File: src/rtl/uart_tx_fifo.sv
// Byte FIFO feeding an 8N1 serial transmitter on ser_tx, with a per-frame latched bit period.
// Optional CRLF_EXPAND_EN: a popped 0x0D is followed by an inserted 0x0A frame.
module uart_tx_fifo #(
  parameter int unsigned FIFO_DEPTH = 16,
  parameter int unsigned DIV_WIDTH  = 32
) (
  input  logic                         clk,
  input  logic                         reset,
  input  logic [DIV_WIDTH-1:0]         cfg_divider,
  input  logic [7:0]                   data,
  input  logic                         valid,
  output logic                         ready,
  output logic                         ser_tx,
  output logic                         busy,
  output logic [$clog2(FIFO_DEPTH):0]  fifo_level
);

  localparam int unsigned PtrW = $clog2(FIFO_DEPTH);
  localparam int unsigned LvlW = PtrW + 1;

  typedef enum logic [1:0] {
    StIdle,
    StStart,
    StData,
    StStop
  } state_e;

  // FIFO storage and bookkeeping
  logic [7:0]      mem_q [FIFO_DEPTH];
  logic [PtrW-1:0] wr_ptr_q, rd_ptr_q;
  logic [LvlW-1:0] level_q, level_d;
  logic            push, pop;
  logic [7:0]      head;

  // Transmitter state
  state_e               state_q, state_d;
  logic [DIV_WIDTH-1:0] clk_cnt_q, clk_cnt_d;
  logic [DIV_WIDTH-1:0] bit_len_q, bit_len_d;
  logic [DIV_WIDTH-1:0] div_sat;
  logic [2:0]           bit_idx_q, bit_idx_d;
  logic [7:0]           shift_q, shift_d;
  logic                 ser_tx_q, tx_bit;
  logic                 bit_done;
  logic                 load_head;
`ifdef CRLF_EXPAND_EN
  logic                 lf_pending_q, lf_pending_d;
`endif

  assign ready      = (level_q != LvlW'(FIFO_DEPTH));
  assign push       = valid && ready;
  assign head       = mem_q[rd_ptr_q];
  assign fifo_level = level_q;
  assign ser_tx     = ser_tx_q;
  assign busy       = (state_q != StIdle) || (level_q != '0);

  assign div_sat  = (cfg_divider < DIV_WIDTH'(2)) ? DIV_WIDTH'(2) : cfg_divider;
  assign bit_done = (clk_cnt_q == bit_len_q - DIV_WIDTH'(1));

  always_comb begin
    level_d = level_q;
    unique case ({push, pop})
      2'b10:   level_d = level_q + LvlW'(1);
      2'b01:   level_d = level_q - LvlW'(1);
      default: level_d = level_q;
    endcase
  end

  always_comb begin
    state_d   = state_q;
    clk_cnt_d = clk_cnt_q;
    bit_len_d = bit_len_q;
    bit_idx_d = bit_idx_q;
    shift_d   = shift_q;
    tx_bit    = 1'b1;
    load_head = 1'b0;
    pop       = 1'b0;
`ifdef CRLF_EXPAND_EN
    lf_pending_d = lf_pending_q;
`endif

    unique case (state_q)
      StIdle: begin
        if (level_q != '0) load_head = 1'b1;
      end
      StStart: begin
        tx_bit = 1'b0;
        if (bit_done) begin
          clk_cnt_d = '0;
          bit_idx_d = '0;
          state_d   = StData;
        end else begin
          clk_cnt_d = clk_cnt_q + DIV_WIDTH'(1);
        end
      end
      StData: begin
        tx_bit = shift_q[0];
        if (bit_done) begin
          clk_cnt_d = '0;
          shift_d   = {1'b0, shift_q[7:1]};
          if (bit_idx_q == 3'd7) begin
            state_d = StStop;
          end else begin
            bit_idx_d = bit_idx_q + 3'd1;
          end
        end else begin
          clk_cnt_d = clk_cnt_q + DIV_WIDTH'(1);
        end
      end
      StStop: begin
        if (bit_done) begin
          clk_cnt_d = '0;
`ifdef CRLF_EXPAND_EN
          if (lf_pending_q) begin
            // Inserted LF reuses the CR's FIFO entry, so no pop here.
            lf_pending_d = 1'b0;
            shift_d      = 8'h0A;
            bit_len_d    = div_sat;
            state_d      = StStart;
          end else if (level_q != '0) begin
            load_head = 1'b1;
          end else begin
            state_d = StIdle;
          end
`else
          if (level_q != '0) begin
            load_head = 1'b1;
          end else begin
            state_d = StIdle;
          end
`endif
        end else begin
          clk_cnt_d = clk_cnt_q + DIV_WIDTH'(1);
        end
      end
      default: state_d = StIdle;
    endcase

    if (load_head) begin
      pop       = 1'b1;
      shift_d   = head;
      bit_len_d = div_sat;
      clk_cnt_d = '0;
      state_d   = StStart;
`ifdef CRLF_EXPAND_EN
      lf_pending_d = (head == 8'h0D);
`endif
    end
  end

  // Storage needs no reset; level and pointers define what is valid.
  always_ff @(posedge clk) begin
    if (push) mem_q[wr_ptr_q] <= data;
  end

  always_ff @(posedge clk) begin
    if (reset) begin
      state_q   <= StIdle;
      wr_ptr_q  <= '0;
      rd_ptr_q  <= '0;
      level_q   <= '0;
      clk_cnt_q <= '0;
      bit_len_q <= DIV_WIDTH'(2);
      bit_idx_q <= '0;
      shift_q   <= '0;
      ser_tx_q  <= 1'b1;
`ifdef CRLF_EXPAND_EN
      lf_pending_q <= 1'b0;
`endif
    end else begin
      if (push) wr_ptr_q <= wr_ptr_q + PtrW'(1);
      if (pop)  rd_ptr_q <= rd_ptr_q + PtrW'(1);
      level_q   <= level_d;
      state_q   <= state_d;
      clk_cnt_q <= clk_cnt_d;
      bit_len_q <= bit_len_d;
      bit_idx_q <= bit_idx_d;
      shift_q   <= shift_d;
      // Line is driven one cycle behind the FSM so a pop is followed by the start bit.
      ser_tx_q  <= tx_bit;
`ifdef CRLF_EXPAND_EN
      lf_pending_q <= lf_pending_d;
`endif
    end
  end

endmodule

File: config.mk
export PLATFORM = sky130hd
export DESIGN_NAME = uart_tx_fifo
export DESIGN_NICKNAME = d
export VERILOG_FILES = /design/src/rtl/uart_tx_fifo.sv
export SDC_FILE = /design/constraint.sdc
export NUM_CORES = 1
export LEC_CHECK = 0
export CORE_UTILIZATION = 60
export CTS_CLUSTER_DIAMETER = 30
export DETAILED_ROUTE_END_ITERATION = 10
export PLACE_DENSITY = 0.84
export SYNTH_ARGS = -nofsm -noshare
export SYNTH_HDL_FRONTEND = slang
export SYNTH_SLANG_ARGS = --single-unit
File: constraint.sdc
create_clock -name clk -period 6.9 [get_ports clk]
set_input_delay 1.035 -clock clk [delete_from_list [all_inputs] [get_ports clk]]
set_output_delay 1.035 -clock clk [all_outputs]
set_load 0.1 [all_outputs]
==> metrics.txt <==
total number of clock tree sinks 223; worst path buffer plus inverter count 2; share of flip-flops with an asynchronous set or reset 0%; power per standard cell area around 460 nW/um^2; Post-Synthesis Net Count ~880; placement-stage worst setup slack roughly 1.4 ns; fin worst setup slack 1.17 ns; Die Y between 100 and 150 um; Floorplan Core Area ~17000 um^2; Static Leakage approximately 4.2 nW; DIE AREA 17500 um^2; cts repair resizes 0; Antenna Nets Post-Route 0; layer with the highest usage met2; most common cell after layout, fill and taps aside sky130_fd_sc_hd__edfxtp_1; fraction of met2 tracks used by global routing about half; Post-Route WL between 20 and 30 mm; Initial Util 61.5%; fraction of final layout cells with drive strength greater than 1 between 10% and 20%; kind of start point of the critical path flip-flop; number of clock buffers inserted by TritonCTS 39; post-detailed-placement cell area 10900 um^2; antenna diode count 0; slowest stage cell, crit path sky130_fd_sc_hd__or4b_2; number of vias in the routed layout between 7000 and 8000; Die W around 130 um; TritonCTS clock tree yes; Syn. warnings 0; cell area after synthesis approximately 10000 um^2; sequential cell fraction of total power 31.7%; crit-path leading delay family simple AND/OR/NAND/NOR gates; buffers added on ports 50; clock transition time at the flip-flop clock pins of the worst setup and hold paths about 0.050 ns; total negative slack 0 ns; worst min-delay path class reg -> reg; Post-synth EDFFs 128; worst slew slack as a fraction of its limit between 30 and 40%; number of max-slew violations in the final report 0; f_max roughly 170 MHz; DRT iter0 DRCs ~650; register bit total from synthesis 223; critical path required time ~7.3 ns; wire length of the first global-routing pass approximately 40 mm; GR met1 Demand/Resource a little over a third; post-route minimum period approximately 5.7 ns; Placement Rows between 40 and 50; arrival time at the worst endpoint between 6 and 7 ns; number of ports placed on the die boundary 51; final HPWL from detailed placement 15.4 mm; mean post-synth cell area between 10 and 15 um^2; clock latency reported for the late side of the worst-skew pair between 0.5 and 0.6 ns; top library cells by usage in the layout, fill and taps aside sky130_fd_sc_hd__edfxtp_1, sky130_fd_sc_hd__dfxtp_1, sky130_fd_sc_hd__nor2_1; Primary FF master, synth sky130_fd_sc_hd__edfxtp_1; design internal power roughly 0.0035 W; Netlist cell types 64; largest net degree at the start of global routing 34; final-report hold violation count 0; Comb power frac roughly a third; # hold bufs at CTS 0; number of max-cap violations 0; global-route congestion overflow total 0; Post-Route Hold Slack a little over 0.5 ns; Post-CTS Setup Inserts 0; portion of total power attributed to the clock network 33.2%; unrepaired setup endpoints after global routing no; all-layer global routing usage 29.5%; status finished clean; largest fanout on the critical path 9; antenna violations before repair 0; slew of the pin with the lowest slew margin 1.01 ns; switching portion of total power a little under two fifths; largest clock skew in the final design about 0.021 ns; routed len/inst 22.4 um; cells traversed along the worst timing path inv_1, ha_1, or3b_2, nor3_1, nand4_1, or4b_2, a31oi_1, o22a_1, a41o_1, nand2_1, inv_1, ha_1, xor2_1, ha_1, o21ai_0, a21oi_1, a21oi_1, xor2_1, or3_1, a21oi_1; kind of capture point of the worst setup path flip-flop; CTS Root Cell sky130_fd_sc_hd__clkbuf_16; Final Util 73.4%; DRC violation count after routing 0; CP max stage delay between 0.6 and 0.7 ns; total non-filler cell area in the finished layout approximately 12000 um^2; Pre-Repair DR Iteration Count 5; cell count after synthesis around 800; share of the clock period used by the worst path 83.1%; switching component of the power ~0.0021 W; Post-layout nets roughly 930; VDD IR max between 0.3 and 0.4 mV; Setup Crit Path Kind reg -> reg; Seq/Total Area, Yosys a little under three fifths; number of vias per cell approximately 6.3; number of global-route vias before repair a little over 7000; Clock Path Buffers 3; Final GP Congestion ~0.91; met3 track utilization from global routing slightly above 5%; Area growth syn-to-layout 19.3%; final count of negative-setup-slack endpoints 0; H-Tree Level Count 2
[Yosys cell counts, drive strengths merged (11+ instances only)]
cell / n / area (um^2)
edfxtp: 128 / 3840
nand4: 17 / 106
nor4: 16 / 121
buf: 21 / 100
nand3: 19 / 95.1
ha: 19 / 238
a211oi: 12 / 90.1
nor2: 79 / 297
or3: 11 / 71.3
a22o: 31 / 272
xor2: 37 / 324
nand2: 36 / 135
inv: 19 / 71.3
o21ai: 14 / 70.1
clkbuf: 23 / 86.3
dfxtp: 95 / 1900
mux2i: 13 / 130
a21oi: 24 / 120
nor3: 28 / 150
xnor2: 37 / 324
mux4: 40 / 901
[cell families (layout without fill, tap and decap cells)]
| group | after synthesis | in the layout | share of synthesized area (%) |
|---|---|---|---|
| AO/OA/AOI/OAI | 117 | 117 | 8.42 |
| adder cells (fa/ha/maj) | 19 | 19 | 2.33 |
| buffers and inverters | 63 | 151 | 2.53 |
| AND/OR/NAND/NOR | 264 | 264 | 13.9 |
| XOR/XNOR | 74 | 74 | 6.35 |
| multiplexers | 54 | 54 | 10.2 |
| flip-flops | 223 | 223 | 56.3 |
[power by group through the flow]
stage	Clock (W)	Combinational [W]	Sequential, W
final	0.00187	0.00198	0.00178
after global routing	0.00195	0.00212	0.00181
after CTS	0.00189	0.00196	0.00178
after detailed placement	0	0.00191	0.00179
after global placement	0	0.00186	0.00179
after floorplan	0	0.00146	0.00180
[layer usage]
metal,vias up,share of wire [%]
li1,3211,-
met1,3466,39
met2,349,50
met3,85,6.7
met4,0,4.4
met5,-,0
[sequential cells by signal (all words and copies together) (netlist names), named ones only]
signal      cells
state_q         2
mem_q         128
rd_ptr_q        4
fifo_level      5
wr_ptr_q        4
shift_q         8
ser_tx          1
bit_len_q      32
bit_idx_q       3
clk_cnt_q      32
[final cells by class]
cell class | instances | area [um^2]
Multi-Input combinational cell | 528 | 4220
Fill cell | 1026 | 4410
Tap cell | 220 | 275
Sequential cell | 223 | 5750
Clock buffer | 48 | 1060
Inverter | 19 | 71.3
Clock inverter | 24 | 228
Timing Repair Buffer | 60 | 576
[worst paths after layout]
kind	start	to	slack, ns	cells past startpoint
worst max-delay path	bit_len_q[0]$_SDFFE_PP0N_	fifo_level[4]$_SDFFE_PP0P_	1.17	20
worst max register to register	bit_len_q[0]$_SDFFE_PP0N_	fifo_level[4]$_SDFFE_PP0P_	1.17	20
worst min register to register	bit_len_q[31]$_SDFFE_PP0N_	bit_len_q[31]$_SDFFE_PP0N_	0.50	1
worst min-delay path	bit_len_q[31]$_SDFFE_PP0N_	bit_len_q[31]$_SDFFE_PP0N_	0.50	1
[metrics by stage]
step,total power (W),cells
2_1_floorplan,0.00327,814
3_3_place_gp,0.00365,1050
3_5_place_dp,0.00371,1050
4_1_cts,0.00562,1122
5_1_grt,0.00587,1122
6_report,0.00563,1122
No activity file was read; power rests on OpenSTA's default activity.
